<file path="src/rtl/kpwebb_multi_accum_if.sv">
`default_nettype none
// ============================================================================
// Module      : kpwebb_multi_accum_if
// Description : Command/result handshake bundle for the multi-channel accumulator
// Revision    : 1.0 - initial release
// ============================================================================
interface kpwebb_multi_accum_if #(
   parameter int WIDTH    = 8,
   parameter int CHANNELS = 4
);
   localparam int CH_W = $clog2(CHANNELS);

   logic              in_valid;
   logic              in_ready;
   logic [1:0]        op;
   logic [CH_W-1:0]   chan_sel;
   logic [WIDTH-1:0]  operand;
   logic              out_valid;
   logic              out_ready;
   logic [WIDTH-1:0]  result;
   logic [CH_W-1:0]   result_chan;
   logic              result_ovf;

   modport master (
      output in_valid, op, chan_sel, operand, out_ready,
      input  in_ready, out_valid, result, result_chan, result_ovf
   );

   modport slave (
      input  in_valid, op, chan_sel, operand, out_ready,
      output in_ready, out_valid, result, result_chan, result_ovf
   );
endinterface
`default_nettype wire

</file>
<file path="src/rtl/kpwebb_multi_accum.sv">
`default_nettype none
// ============================================================================
// Module      : kpwebb_multi_accum
// Description : CHANNELS independent WIDTH-bit accumulators with ADD/SUB/LOAD/READ
//               commands, a one-entry result buffer and per-channel overflow flags
// Revision    : 1.0 - initial release
// ============================================================================
module kpwebb_multi_accum #(
   parameter int WIDTH    = 8,
   parameter int CHANNELS = 4,
   parameter int SATURATE = 0
) (
   input  wire logic                clk,
   input  wire logic                rst_n,
   input  wire logic                ena,
   kpwebb_multi_accum_if.slave      bus,
   output logic [CHANNELS-1:0]      sticky_ovf
);
   localparam int CH_W = $clog2(CHANNELS);

   localparam logic [1:0] c_OP_ADD  = 2'b00;
   localparam logic [1:0] c_OP_SUB  = 2'b01;
   localparam logic [1:0] c_OP_LOAD = 2'b10;
   localparam logic [1:0] c_OP_READ = 2'b11;

   typedef enum logic [1:0] {
      S_IDLE = 2'd0,
      S_EXEC = 2'd1,
      S_RESP = 2'd2
   } state_t;

   state_t            r_state;
   state_t            w_next;

   logic [1:0]        r_op;
   logic [CH_W-1:0]   r_chan;
   logic [WIDTH-1:0]  r_operand;
   logic [WIDTH-1:0]  r_acc [CHANNELS];
   logic [CHANNELS-1:0] r_sticky;
   logic [WIDTH-1:0]  r_result;
   logic [CH_W-1:0]   r_result_chan;
   logic              r_result_ovf;

   logic              w_in_ready;
   logic              w_out_valid;
   logic              w_accept;
   logic [WIDTH-1:0]  w_acc_cur;
   logic [WIDTH:0]    w_sum;
   logic [WIDTH:0]    w_diff;
   logic [WIDTH-1:0]  w_new;
   logic              w_ovf;

   // in_ready is gated by ena so a frozen design never takes a command
   always_comb begin
      w_next      = r_state;
      w_in_ready  = 1'b0;
      w_out_valid = 1'b0;
      case (r_state)
         S_IDLE: begin
            w_in_ready = ena;
            if (bus.in_valid) w_next = S_EXEC;
         end
         S_EXEC: w_next = S_RESP;
         S_RESP: begin
            w_out_valid = 1'b1;
            if (bus.out_ready) w_next = S_IDLE;
         end
         default: w_next = S_IDLE;
      endcase
   end

   always_ff @(posedge clk) begin
      if (!rst_n) begin
         r_state <= S_IDLE;
      end else if (ena) begin
         r_state <= w_next;
      end
   end

   assign w_accept = w_in_ready & bus.in_valid;

   // One extra bit captures ADD carry and SUB borrow alike
   always_comb begin
      w_acc_cur = r_acc[r_chan];
      w_sum     = {1'b0, w_acc_cur} + {1'b0, r_operand};
      w_diff    = {1'b0, w_acc_cur} - {1'b0, r_operand};
      w_ovf     = 1'b0;
      w_new     = w_acc_cur;
      case (r_op)
         c_OP_ADD: begin
            w_ovf = w_sum[WIDTH];
            w_new = ((SATURATE != 0) && w_ovf) ? {WIDTH{1'b1}} : w_sum[WIDTH-1:0];
         end
         c_OP_SUB: begin
            w_ovf = w_diff[WIDTH];
            w_new = ((SATURATE != 0) && w_ovf) ? {WIDTH{1'b0}} : w_diff[WIDTH-1:0];
         end
         c_OP_LOAD: w_new = r_operand;
         default:   w_new = w_acc_cur;
      endcase
   end

   always_ff @(posedge clk) begin
      if (!rst_n) begin
         for (int i = 0; i < CHANNELS; i++) r_acc[i] <= '0;
         r_sticky      <= '0;
         r_op          <= '0;
         r_chan        <= '0;
         r_operand     <= '0;
         r_result      <= '0;
         r_result_chan <= '0;
         r_result_ovf  <= 1'b0;
      end else if (ena) begin
         if (w_accept) begin
            r_op      <= bus.op;
            r_chan    <= bus.chan_sel;
            r_operand <= bus.operand;
         end
         if (r_state == S_EXEC) begin
            if (r_op != c_OP_READ) r_acc[r_chan] <= w_new;
            r_sticky[r_chan] <= (r_op == c_OP_LOAD) ? 1'b0 : (r_sticky[r_chan] | w_ovf);
            r_result      <= w_new;
            r_result_chan <= r_chan;
            r_result_ovf  <= w_ovf;
         end
      end
   end

   assign bus.in_ready    = w_in_ready;
   assign bus.out_valid   = w_out_valid;
   assign bus.result      = r_result;
   assign bus.result_chan = r_result_chan;
   assign bus.result_ovf  = r_result_ovf;
   assign sticky_ovf      = r_sticky;
endmodule
`default_nettype wire
</file>
<file path="src/flat_wrapper.sv">
// flat-port wrapper written by rule: the top's interface ports become plain ports
module kpwebb_multi_accum_flat 
#(
   parameter int WIDTH    = 8,
   parameter int CHANNELS = 4,
   parameter int SATURATE = 0
)
  (clk, rst_n, ena, sticky_ovf, bus_in_valid, bus_op, bus_chan_sel, bus_operand, bus_out_ready, bus_in_ready, bus_out_valid, bus_result, bus_result_chan, bus_result_ovf);
  kpwebb_multi_accum_if #(.WIDTH(WIDTH), .CHANNELS(CHANNELS)) bus_i ();
  input  wire logic clk;
  input  wire logic rst_n;
  input  wire logic ena;
  output logic [CHANNELS-1:0] sticky_ovf;
  input wire logic [$bits(bus_i.in_valid)-1:0] bus_in_valid;
  input wire logic [$bits(bus_i.op)-1:0] bus_op;
  input wire logic [$bits(bus_i.chan_sel)-1:0] bus_chan_sel;
  input wire logic [$bits(bus_i.operand)-1:0] bus_operand;
  input wire logic [$bits(bus_i.out_ready)-1:0] bus_out_ready;
  output wire logic [$bits(bus_i.in_ready)-1:0] bus_in_ready;
  output wire logic [$bits(bus_i.out_valid)-1:0] bus_out_valid;
  output wire logic [$bits(bus_i.result)-1:0] bus_result;
  output wire logic [$bits(bus_i.result_chan)-1:0] bus_result_chan;
  output wire logic [$bits(bus_i.result_ovf)-1:0] bus_result_ovf;
  assign bus_i.in_valid = bus_in_valid;
  assign bus_i.op = bus_op;
  assign bus_i.chan_sel = bus_chan_sel;
  assign bus_i.operand = bus_operand;
  assign bus_i.out_ready = bus_out_ready;
  assign bus_in_ready = bus_i.in_ready;
  assign bus_out_valid = bus_i.out_valid;
  assign bus_result = bus_i.result;
  assign bus_result_chan = bus_i.result_chan;
  assign bus_result_ovf = bus_i.result_ovf;
  kpwebb_multi_accum #(.WIDTH(WIDTH), .CHANNELS(CHANNELS), .SATURATE(SATURATE)) u_core (.clk(clk), .rst_n(rst_n), .ena(ena), .bus(bus_i), .sticky_ovf(sticky_ovf));
endmodule
</file>
<file path="config.mk">
export PLATFORM = sky130hd
export DESIGN_NAME = kpwebb_multi_accum_flat
export DESIGN_NICKNAME = d
export VERILOG_FILES = /design/src/rtl/kpwebb_multi_accum_if.sv /design/src/rtl/kpwebb_multi_accum.sv /design/src/flat_wrapper.sv
export SDC_FILE = /design/constraint.sdc
export NUM_CORES = 1
export LEC_CHECK = 0
export BUFFER_PORTS_ARGS = -buffer_cell sky130_fd_sc_hd__buf_2
export CORE_MARGIN = 1
export CORE_UTILIZATION = 40
export DETAILED_ROUTE_END_ITERATION = 16
export GPL_ROUTABILITY_DRIVEN = 0
export PLACE_DENSITY = 0.61
export SYNTH_ARGS = -nofsm -noshare
export SYNTH_HDL_FRONTEND = slang
export SYNTH_SLANG_ARGS = --single-unit
</file>
<file path="constraint.sdc">
create_clock -name clk -period 5.6 [get_ports clk]
set_clock_uncertainty 0.2 [all_clocks]
set_input_delay 1.12 -clock clk [delete_from_list [all_inputs] [get_ports clk]]
set_output_delay 1.12 -clock clk [all_outputs]
set_load 0.005 [all_outputs]
</file>
==> impl_results.md, run 1 <==
* Wire length of the first global-routing pass at 13,200 um
* Number of antenna violations at the first check in global routing at 0
* Hold Violations, Final at 0
* HPWL after detailed placement at 5840 um
* Final setup violation count at 0
* Area share of the largest cell type after synthesis at 27.3%
* Fraction of synthesis flops using an asynchronous set or reset pin at 0%
* Most repeated cell in the gate-level netlist after synthesis: sky130_fd_sc_hd__nand2_1
* Sequential fraction of the synthesis area at 45.0%
* DIE HEIGHT at 95.7 um
* Synthesized Nets at 391
* Worst-Skew Late Latency at 350 ps
* Syn Inst Count at 354
* Part of the power in registers at 44.4%
* Predominant post-synthesis flop cell: sky130_fd_sc_hd__edfxtp_1
* Total routed wirelength at 8010 um
* Yosys warns at 0
* Max FO, Critical Path at 9
* Power density relative to cell area at 293 nW/um^2
* Final Power at 1160 uW
* Switching power at 312 uW
* Type of destination of the critical path: flop
* Number of register bits inferred by synthesis at 63
* Global route overflow at 0
* Startpoint kind of the worst setup timing path: flop
* Post-Place Setup Slack at 2100 ps
* Number of synthesized flops with an enable pin at 32
* X dimension of the die at 95.7 um
* Crit-path slowest cell: sky130_fd_sc_hd__dfxtp_1
* Cell count after placement at 470
* Vias in the first global route at 2,544
* Switching part of the total at 27.0%
* Placeable Area at 8340 sq um
* TritonCTS Buffers at 9
* Worst-Margin Slew at 848 ps
* Share of post-route cells with drive strength above 1 at 21.0%
* Ports placed on the boundary at 34
* Maximum number of pins on one net before global-route repair at 36
* Wirelength per Cell at 16.5 um
* Total negative slack for setup checks at 0 ps
* Worst Hold Class: flop to flop
* Area growth from synthesis to layout at 12.6%
* Area contributors post-synth: sky130_fd_sc_hd__edfxtp_1, sky130_fd_sc_hd__dfxtp_1, sky130_fd_sc_hd__ha_1
* Synth Area per Inst at 9.93 sq um
* PnR worst setup slack at 2120 ps
* Port Buffers at 33
* Clock buffer depth at 2
* Global-route met3 utilization at 4.03%
* Total die area at 9170 sq um
* Yosys cell types at 57
* Row Count at 33
* Post-layout instance count excluding filler cells at 486
* Fill cell count at 802
* Period utilization at 62.2%
* Result of the run: complete, no violations
* Kind of critical path: flop to flop
* Met2 usage in global routing at 30.7%
* Post-route DRC at 0
* Overall via count from detail_route at 2,639
* Total setup buffers inserted after CTS at 0
* Clock root cell: sky130_fd_sc_hd__clkbuf_8
* Clock transition at the register clock pins on the worst setup and hold paths after CTS at 70 ps
* Drt initial violations at 219
* Fin. max-slew vios at 0
* Top cells by instance count after synthesis: sky130_fd_sc_hd__nand2_1, sky130_fd_sc_hd__nor2_1, sky130_fd_sc_hd__edfxtp_1
* Final Hold Slack at 272 ps
* Period minus WS final at 3480 ps
* Netlist Area Pre-Place at 3510 sq um
* Library cell with the largest summed area after synthesis: sky130_fd_sc_hd__edfxtp_1
* Most congested layer reported by global routing: met2
* Number of levels the H-tree was split into at 3
* Fmax at 0.287 GHz
* Met1 Track Usage GR at 27.0%
* Per-cell via count in the routed design at 5.43
* Cell Chain, Critical Path: mux4_2 -> ha_1 -> or3_1 -> o221a_2 -> xnor2_1 -> a221oi_2 -> nor2_1
* Delay of the slowest cell on the worst path at 650 ps
* RSZ-0062 raised after global routing: no
* Final antenna diode count at 0
* Worst slew slack as a fraction of its limit at 43.5%
* Net count, final at 413
* Sinks on Clock Net at 63
* Max-capacitance violation count at 0
* Arr. time, crit path at 3370 ps
* Final antenna-violating net count at 0
* Hold Buf Count CTS at 0
* Initial Utilization at 42.1%
* Fraction of power consumed by the clock network at 39.8%
* Comb power frac at 15.7%
* Internal power at 847 uW
* Clock tree from TritonCTS: done
* All-layer global routing usage at 19.8%
* Peak supply drop at 0.128 mV
* Required @ worst endpoint at 5490 ps
* Post-cts repair resize count at 0
* Leakage Power at 0.00149 uW
* Iteration count of the initial detailed-routing pass at 4
-- cell usage in the layout, fill, tap and decap left out, types with 6 or more instances in the layout --
cell type / instances
sky130_fd_sc_hd__mux4_2: 10
sky130_fd_sc_hd__a21boi_0: 16
sky130_fd_sc_hd__nor2_1: 39
sky130_fd_sc_hd__dfxtp_1: 31
sky130_fd_sc_hd__xnor2_1: 6
sky130_fd_sc_hd__edfxtp_1: 32
sky130_fd_sc_hd__buf_2: 33
sky130_fd_sc_hd__a21oi_1: 10
sky130_fd_sc_hd__inv_1: 13
sky130_fd_sc_hd__o21ai_0: 19
sky130_fd_sc_hd__nor2b_1: 6
sky130_fd_sc_hd__nand2_1: 46
sky130_fd_sc_hd__clkbuf_8: 11
sky130_fd_sc_hd__ha_1: 18
sky130_fd_sc_hd__nand3_1: 7
-- area by class of cell --
cell class,count,area (sq um),share of cell area [%]
Clock inverter,5,78.8,1.99
Timing Repair Buffer,37,195,4.93
Inverter,15,56.3,1.42
Multi-Input combinational cell,250,1760,44.5
Clock buffer,11,151,3.83
Tap cell,105,131,3.32
Sequential cell,63,1580,40.0
-- critical path: cells and delay by family (launching register included) --
kind / cells / cell delay (ps)
xor+xnor: 1 / 150
simple gates: 2 / 510
mux: 1 / 620
flops: 1 / 650
compound gates: 2 / 690
fa+ha+maj: 1 / 410
-- state kept, by name (all words and copies together) (netlist names), 2 cells and up, named ones only --
signal                  flops
u_core.r_operand            8
u_core.bus.result           8
u_core.r_acc               32
u_core.r_chan               2
u_core.r_op                 2
u_core.r_state              2
u_core.sticky_ovf           4
u_core.bus.result_chan      2
-- kinds of logic (layout without fill, tap and decap cells) --
group / Yosys count / count (layout) / share of synthesized area (%)
adder cells (fa/ha/maj): 20 / 20 / 7.55
XOR/XNOR: 8 / 8 / 1.99
buffers and inverters: 41 / 68 / 4.84
AO/OA/AOI/OAI: 83 / 83 / 16.8
AND/OR/NAND/NOR: 126 / 126 / 16.6
multiplexers: 13 / 13 / 7.26
flip-flops: 63 / 63 / 45.0
-- power groups by stage --
stage | clock network, uW | logic (uW) | registers (uW)
2_1_floorplan | 0 | 139 | 518
3_3_place_gp | 0 | 180 | 526
3_5_place_dp | 0 | 182 | 526
4_1_cts | 462 | 182 | 515
5_1_grt | 482 | 202 | 518
6_report | 462 | 182 | 515
-- final timing paths --
kind | from | endpoint | slack (ps) | depth (start not counted)
worst max-delay path | flop | u_core.r_acc[0][6] | 2120 | 7
worst min register to register | u_core.bus.result_chan[1] | u_core.bus.result_chan[1] | 270 | 2
worst min-delay path | u_core.bus.result_chan[1] | u_core.bus.result_chan[1] | 270 | 2
worst max register to register | flop | u_core.r_acc[0][6] | 2120 | 7
-- per-layer routing --
layer  part of all wire, %  wire length (um)
met2                    47              3730
met5                     0                 0
met3                   5.2               417
met1                    46              3680
met4                   2.2               176
-- stage by stage --
| step | utilization, % | cell area, sq um |
|---|---|---|
| 6_report | 47.4 | 3960 |
| 4_1_cts | 47.4 | 3960 |
| 3_5_place_dp | 44.7 | 3730 |
| 3_3_place_gp | 44.7 | 3730 |
| 5_1_grt | 47.4 | 3960 |
| 2_1_floorplan | - | 3510 |
(Power assumes the default switching activity.)
==> run 2, diff against run 1 <==
--- a/config.mk
+++ b/config.mk
@@ -10,7 +10,7 @@
 export CORE_UTILIZATION = 40
 export DETAILED_ROUTE_END_ITERATION = 16
 export GPL_ROUTABILITY_DRIVEN = 0
-export PLACE_DENSITY = 0.61
+export PLACE_DENSITY = 0.63
 export SYNTH_ARGS = -nofsm -noshare
 export SYNTH_HDL_FRONTEND = slang
 export SYNTH_SLANG_ARGS = --single-unit
==> constraint.sdc (replaced) <==
create_clock -name clk -period 3 [get_ports clk]
set_clock_uncertainty 0.2 [all_clocks]
set_input_delay 0.6 -clock clk [delete_from_list [all_inputs] [get_ports clk]]
set_output_delay 0.6 -clock clk [all_outputs]
set_load 0.005 [all_outputs]
==> run 2 against run 1 <==
Net effect:
- the run now ends with negative setup slack left
- first-iteration DRC count decreased by 22%
- utilization increased by 6.7 points
- sequential share of layout area decreased by 4.9 points
- critical path type unchanged
- critical endpoint is now u_core.r_acc[1][5]
- largest power group unchanged
- highest routed layer unchanged
==> impl_results.md, run 2 (same netlist as run 1, synthesis figures left out) <==
* Result of the run: complete, but fails checks
* Violated checks: negative setup slack
* Worst-Margin Slew at 678 ps
* Worst Hold Class: flop to flop
* Number of levels the H-tree was split into at 3
* Finished Core Util at 54.1%
* Required @ worst endpoint at 3000 ps
* Row Count at 33
* Kind of critical path: flop to flop
* Wire length of the first global-routing pass at 14,300 um
* Clock buffer depth at 2
* Slack of the worst reg-to-reg path at -90 ps
* Ports placed on the boundary at 34
* Max-capacitance violation count at 0
* Fmax at 0.324 GHz
* Period utilization at 103%
* Leakage Power at 0.00172 uW
* Vias in the first global route at 2,802
* Worst-Skew Late Latency at 350 ps
* Drt initial violations at 170
* Maximum number of pins on one net before global-route repair at 35
* Most frequent standard cell in the layout excluding fill and tap cells: sky130_fd_sc_hd__nand2_1
* Seq. cell area at 1580 sq um
* Hold Buf Count CTS at 0
* Net count, final at 455
* Overall via count from detail_route at 2,866
* Met2 usage in global routing at 34.6%
* Wirelength per Cell at 17.5 um
* All-layer global routing usage at 21.5%
* Largest register FFs at 32
* Area growth from synthesis to layout at 28.4%
* TritonCTS Buffers at 9
* Type of destination of the critical path: flop
* Number of antenna violations at the first check in global routing at 0
* Met1 Track Usage GR at 28.5%
* Fill cell count at 726
* Port Buffers at 33
* Final setup violation count at 12
* Sinks on Clock Net at 63
* Final antenna diode count at 0
* Power density relative to cell area at 490 nW/um^2
* Register name with the most flops: u_core.r_acc
* Max FO, Critical Path at 8
* HPWL after detailed placement at 6470 um
* Most frequent cells in the layout: sky130_fd_sc_hd__nand2_1, sky130_fd_sc_hd__buf_4, sky130_fd_sc_hd__nor2_1, sky130_fd_sc_hd__buf_2, sky130_fd_sc_hd__edfxtp_1
* Arr. time, crit path at 3090 ps
* Total negative slack for setup checks at -440 ps
* Per-cell via count in the routed design at 5.43
* Period minus WS final at 3090 ps
* Global-route met3 utilization at 4.90%
* Total routed wirelength at 9250 um
* DIE HEIGHT at 95.7 um
* Iteration count of the initial detailed-routing pass at 4
* Most congested layer reported by global routing: met2
* Final antenna-violating net count at 0
* Hold Violations, Final at 0
* Initial Utilization at 42.1%
* Global route overflow at 0
* Share of post-route cells with drive strength above 1 at 36.9%
* Clock tree from TritonCTS: done
* Placeable Area at 8340 sq um
* Peak supply drop at 0.347 mV
* Origin of the worst min-delay path: u_core.bus.result_chan[1]
* Total area of multi-input combinational cells at 2010 sq um
* Startpoint kind of the worst setup timing path: flop
* Total die area at 9170 sq um
* Post-route DRC at 0
* Fin. max-slew vios at 0
* Worst slew slack as a fraction of its limit at 54.6%
* PnR worst setup slack at -90.7 ps
* Clock transition at the register clock pins on the worst setup and hold paths after CTS at 70 ps
* Clock root cell: sky130_fd_sc_hd__clkbuf_8
* RSZ-0062 raised after global routing: yes
* X dimension of the die at 95.7 um
-- run 2: cell types whose count changed in the layout (fill, tap and decap cells not counted), moves of 3 or more --
| cell | before | now |
|---|---|---|
| sky130_fd_sc_hd__nor2_2 | 0 | 3 |
| sky130_fd_sc_hd__nor2_1 | 39 | 36 |
| sky130_fd_sc_hd__buf_4 | 4 | 43 |
| sky130_fd_sc_hd__xnor2_2 | 0 | 3 |
| sky130_fd_sc_hd__o21ai_0 | 19 | 16 |
| sky130_fd_sc_hd__ha_1 | 18 | 11 |
| sky130_fd_sc_hd__xnor2_1 | 6 | 3 |
| sky130_fd_sc_hd__ha_4 | 0 | 7 |
-- run 2: layer usage --
layer,vias up,part of all wire (%),routed length (um)
met1,1384,44,4060
met2,84,49,4540
met4,0,2.2,205
met3,14,4.8,446
li1,1384,-,-
met5,-,0,0
-- run 2: critical path: stages, from the launching register on --
cell                      delay [ps]
sky130_fd_sc_hd__dfxtp_2         350
sky130_fd_sc_hd__buf_12          130
sky130_fd_sc_hd__mux4_2          580
sky130_fd_sc_hd__buf_6           160
sky130_fd_sc_hd__ha_4            140
sky130_fd_sc_hd__nor2b_4         130
sky130_fd_sc_hd__nor3_4          300
sky130_fd_sc_hd__o31ai_4         100
sky130_fd_sc_hd__xor2_1          180
sky130_fd_sc_hd__mux4_2          550
sky130_fd_sc_hd__nor2_1          120
-- run 2: final timing paths --
check	end	cells after the start
worst max-delay path	u_core.r_acc[1][5]	10
worst min-delay path	u_core.bus.result_chan[1]	2
worst max register to register	u_core.r_acc[1][5]	10
worst min register to register	u_core.bus.result_chan[1]	2
-- run 2: layout make-up --
class	instances	area share (%)
multi-input combinational	250	44.6
clock buffer	9	2.74
tap	105	2.91
clock inverter	7	1.61
sequential	63	35.1
inverter	15	1.30
timing repair buffer	79	11.8
-- run 2: per-stage QoR --
stage                     instance area, sq um  setup slack [ps]  power (uW)  cells  hold WS, ps
after floorplan                           3540              10.9        1230    354          260
after global placement                    3980              -103        1380    500          252
after detailed placement                  3980              -180        1380    500          259
after CTS                                 4360             -22.3        2170    523          271
after global routing                      4510              -166        2300    528          286
final                                     4510             -90.7        2210    528          269
-- run 2: power by group --
group          internal (uW)  switching, uW
clock network            384            345
logic                    242            275
registers                936           26.2
-- run 2: timing repair --
action	CTS	global route
buffers inserted	7	5
setup endpoints to repair	16	32
hold endpoints to repair	0	0
gates resized for setup	20	28
pin swaps	12	16
cloned	0	0
